## src/rtl/mvu_pe_popcnt_acc.sv

```systemverilog
// Popcount-accumulate stage of a binarised MVU PE: counts XNOR ones per beat, sums SF beats per word.
// Define MVU_POPCNT_BIPOLAR_EN to emit the signed +/-1 dot product (2*sum - SIMD*SF) instead.
module mvu_pe_popcnt_acc #(
  parameter int unsigned SIMD  = 8,
  parameter int unsigned SF    = 4,
  parameter int unsigned TDstI = 16
) (
  input  logic             clk,
  input  logic             rst_n,
  input  logic             in_v,
  output logic             in_rdy,
  input  logic [SIMD-1:0]  in_xnor,
  output logic             out_v,
  input  logic             out_rdy,
  output logic [TDstI-1:0] out
);

  localparam int unsigned CW = $clog2(SIMD + 1);
  localparam int unsigned FW = (SF > 1) ? $clog2(SF) : 1;

  logic              adv;
  logic [CW-1:0]     cnt;
  logic [FW-1:0]     fold_cnt;
  logic              fold_last;
  logic              p1_v;
  logic [CW-1:0]     p1_cnt;
  logic              p1_last;
  logic [TDstI-1:0]  acc;
  logic              acc_empty;
  logic [TDstI-1:0]  sum;
  logic [TDstI-1:0]  res;

  assign adv       = !out_v || out_rdy;
  assign in_rdy    = adv;
  assign fold_last = (fold_cnt == FW'(SF - 1));

  always_comb begin
    cnt = '0;
    for (int i = 0; i < int'(SIMD); i++) begin
      cnt = cnt + CW'(in_xnor[i]);
    end
  end

  // First beat of a fold starts from zero, so acc needs no explicit clear.
  assign sum = (acc_empty ? '0 : acc) + TDstI'(p1_cnt);

`ifdef MVU_POPCNT_BIPOLAR_EN
  assign res = (sum << 1) - TDstI'(SIMD * SF);
`else
  assign res = sum;
`endif

  always_ff @(posedge clk) begin
    if (!rst_n) begin
      fold_cnt  <= '0;
      p1_v      <= 1'b0;
      p1_cnt    <= '0;
      p1_last   <= 1'b0;
      acc       <= '0;
      acc_empty <= 1'b1;
      out_v     <= 1'b0;
      out       <= '0;
    end else if (adv) begin
      p1_v    <= in_v;
      p1_cnt  <= cnt;
      p1_last <= fold_last;
      if (in_v) begin
        fold_cnt <= fold_last ? '0 : fold_cnt + FW'(1);
      end
      if (p1_v && p1_last) begin
        out       <= res;
        out_v     <= 1'b1;
        acc_empty <= 1'b1;
      end else begin
        if (p1_v) begin
          acc       <= sum;
          acc_empty <= 1'b0;
        end
        if (out_rdy) begin
          out_v <= 1'b0;
        end
      end
    end
  end

endmodule
```

## config.mk

```make
export PLATFORM = sky130hd
export DESIGN_NAME = mvu_pe_popcnt_acc
export DESIGN_NICKNAME = d
export VERILOG_FILES = /design/src/rtl/mvu_pe_popcnt_acc.sv
export SDC_FILE = /design/constraint.sdc
export NUM_CORES = 1
export LEC_CHECK = 0
export BUFFER_PORTS_ARGS = -buffer_cell sky130_fd_sc_hd__clkbuf_2
export CORE_MARGIN = 4
export CORE_UTILIZATION = 57
export DETAILED_ROUTE_END_ITERATION = 6
export HOLD_SLACK_MARGIN = 0.08
export PLACE_DENSITY_LB_ADDON = 0.2
export SYNTH_ARGS = -nofsm -noshare
export SYNTH_HDL_FRONTEND = slang
export SYNTH_SLANG_ARGS = --single-unit
```

## constraint.sdc

```tcl
create_clock -name clk -period 3.7 [get_ports clk]
set_input_delay 0.555 -clock clk [delete_from_list [all_inputs] [get_ports clk]]
set_output_delay 0.555 -clock clk [all_outputs]
set_load 0.02 [all_outputs]
```

==> impl_metrics.env <==
export IMPL_skew_ps=3.33
export IMPL_final_max_slew_violation_count=0
export IMPL_coreArea_sq_um=3720
export IMPL_hold_violations=0
export IMPL_post_cts_buffers=0
export IMPL_layout_worst_path_cycle_share=0.786
export IMPL_cts_tree="done"
export IMPL_place_gp_congestion=0.824
export IMPL_die_h_microns=70.5
export IMPL_drt_pass1_iter_count=4
export IMPL_final_nets=318
export IMPL_mappedNetlistArea_sq_um=2230
export IMPL_final_antenna_net_count=0
export IMPL_synthTopCellsByCount="44 x nand2_1, 42 x dfxtp_1, 20 x a21oi_1, 16 x inv_1, 15 x o21ai_0"
export IMPL_drc=0
export IMPL_grt_util_met3=0.0475
export IMPL_grt_max_degree=28
export IMPL_swShare=0.252
export IMPL_insertion_delay_ps=290
export IMPL_synth_seq_cells=42
export IMPL_p_comb_frac=0.126
export IMPL_drt_iter0_drc=70
export IMPL_fillers=314
export IMPL_layout_area_seq_sq_um=841
export IMPL_timing_final_ws_setup_ps=791
export IMPL_maxCapViolations=0
export IMPL_netlist_instances=267
export IMPL_finalCriticalPeriod_ps=2910
export IMPL_gr_max_usage_layer="met2"
export IMPL_clock_sinks=42
export IMPL_fmax_mhz=344
export IMPL_critPathArrivalTime_ps=3140
export IMPL_power_frac_clock=0.333
export IMPL_drt_total_wl_microns=4210
export IMPL_fp_dieW_microns=70.5
export IMPL_yosys_warnings=0
export IMPL_synthFlopType="dfxtp_1"
export IMPL_dp_slack_ps=504
export IMPL_num_rows=22
export IMPL_htreeDepth=2
export IMPL_syn2layout_area_growth_pct=11.5
export IMPL_synth_area_leader_cell="dfxtp_1"
export IMPL_synth_edf_count=0
export IMPL_seq_area_frac_synth=0.378
export IMPL_cts_buffers=5
export IMPL_dp_cells=334
export IMPL_power_density_nw_per_um2=359
export IMPL_power_switching_mw=0.225
export IMPL_grt_util_met1=0.251
export IMPL_wl_per_cell_microns=12.3
export IMPL_grt_met2_usage=0.261
export IMPL_p_int_mw=0.667
export IMPL_synth_top_cell_area_share=0.378
export IMPL_cp_end_kind="register"
export IMPL_vdd_drop_max_mv=0.269
export IMPL_run_status="complete, no violations"
export IMPL_power_frac_seq=0.541
export IMPL_grt_pass1_vias=1554
export IMPL_num_vias=1809
export IMPL_dp_hpwl_microns=2940
export IMPL_initial_core_util=0.599
export IMPL_layout_drive_gt1_share=0.153
export IMPL_io_buffers=29
export IMPL_cp_required_ps=3930
export IMPL_max_stage_delay_ps=520
export IMPL_io_pins=30
export IMPL_hold_path_class="register to register"
export IMPL_total_power_mw=0.892
export IMPL_ctsRootBufferMaster="clkbuf_8"
export IMPL_relSlewSlack=0.446
export IMPL_multi_input_comb_area_sq_um=1260
export IMPL_fp_dieArea_sq_um=4970
export IMPL_grt_setup_unrepaired="no"
export IMPL_crit_fanout=2
export IMPL_cp_slowest_cell="fa_1"
export IMPL_via_per_inst=5.29
export IMPL_grt_overflow=0
export IMPL_antenna_cells=0
export IMPL_cts_resized=0
export IMPL_crit_path_frequent_cell="fa_1"
export IMPL_worstMarginPinSlew_ps=829
export IMPL_clkTransAtPathRegs_ps=70
export IMPL_whs_ps=449
export IMPL_synth_nets=292
export IMPL_synthDistinctLibCells=43
export IMPL_p_leak_nw=0.990
export IMPL_async_flop_share=0
export IMPL_tns_ps=0
export IMPL_finalSetupViolations=0
export IMPL_hold_buffers=0
export IMPL_path_class="input port to register"
export IMPL_clock_path_buffers=2
export IMPL_avgSynthCellArea_sq_um=8.34
export IMPL_yosysMostFrequentCell="nand2_1"
export IMPL_fin_cells=342
export IMPL_setup_worst_path_start_class="input port"
export IMPL_crit_chain="clkbuf_2, fa_1, inv_1, fa_1, fa_1, inv_1, ha_1, inv_1, fa_1, xnor2_1, nand2_1, a21oi_1"
export IMPL_grt_usage=0.177
export IMPL_antenna_found_initial=0
export IMPL_synthTopCellsByArea="dfxtp_1 38%, nand2_1 7.4%, a21oi_1 4.5%"
export IMPL_grt_pass1_wl_microns=7130
-- registers in the layout, summed over array words and instances, names as in the netlist --
register and flops:
p1_v 1, p1_last 1, out_v 1, fold_cnt 2, acc 16, p1_cnt 4
out 16, acc_empty 1
-- layout make-up --
class                   instances  area share
clock buffers                   7      0.0348
flip-flops and latches         42       0.339
clock inverters                 1     0.00202
well taps                      48      0.0242
repair buffers                 31      0.0645
inverters                      18      0.0272
multi-input cells             195       0.509
-- critical path: cells and delay by family --
kind / cells / cell delay (ps)
and+or+nand+nor: 1 / 70
adders and majority gates: 5 / 1950
xor gates and xnor gates: 1 / 150
buffers and inverters: 4 / 260
AOI/OAI and AO/OA: 1 / 140
-- through the flow --
stage | cell area [sq um] | util
6_report | 2480 | 0.668
4_1_cts | 2480 | 0.668
3_5_place_dp | 2390 | 0.643
3_3_place_gp | 2390 | 0.643
5_1_grt | 2480 | 0.668
2_1_floorplan | 2230 | -
-- placed cells by master, fill, tap and decap left out, types with 3 or more instances in the layout --
| master | synthesis | final |
|---|---|---|
| xor2_1 | 6 | 6 |
| ha_1 | 8 | 8 |
| nand2_1 | 44 | 44 |
| mux2i_1 | 3 | 3 |
| clkbuf_8 | 0 | 6 |
| or4_1 | 3 | 3 |
| or3_1 | 4 | 4 |
| dfxtp_1 | 42 | 42 |
| a22o_1 | 5 | 5 |
| nor2b_1 | 10 | 10 |
| clkbuf_2 | 0 | 29 |
| xnor2_1 | 9 | 9 |
| inv_1 | 16 | 16 |
| nand3_1 | 12 | 12 |
| a21oi_1 | 20 | 20 |
| o21ai_1 | 3 | 3 |
| nor3_1 | 5 | 5 |
| a31oi_1 | 6 | 6 |
| fa_1 | 5 | 5 |
| nand2b_1 | 4 | 4 |
| o21ai_0 | 15 | 15 |
| nor2_1 | 10 | 10 |
| nand4_1 | 3 | 3 |
-- power by group through the flow --
stage	clock [mW]	sequential, mW	combinational [mW]
after floorplan	0	0.486	0.0904
after global placement	0	0.493	0.109
after detailed placement	0	0.493	0.113
after CTS	0.305	0.482	0.114
after global routing	0.325	0.485	0.132
final	0.297	0.483	0.113
-- worst paths after layout --
path,from,end,slack (ps),depth (start not counted)
worst max-delay path,in_xnor[0],p1_cnt[2],790,12
worst min-delay path,out[2],out[2],450,2
worst max register to register,acc_empty,acc[6],1060,9
worst min register to register,out[2],out[2],450,2
-- metal layers --
layer,routed length (microns),vias to the layer above
met5,0,-
met1,2100,800
met3,234,7
li1,-,960
met2,1810,42
met4,63,0
-- cells by family after synthesis --
| family | synth area share |
|---|---|
| AOI/OAI and AO/OA | 0.164 |
| muxes | 0.0135 |
| adders and majority gates | 0.0899 |
| buffers and inverters | 0.0556 |
| and+or+nand+nor | 0.240 |
| xor gates and xnor gates | 0.0590 |
| DFF | 0.378 |
Note: power is estimated with default switching activity, not from simulation.
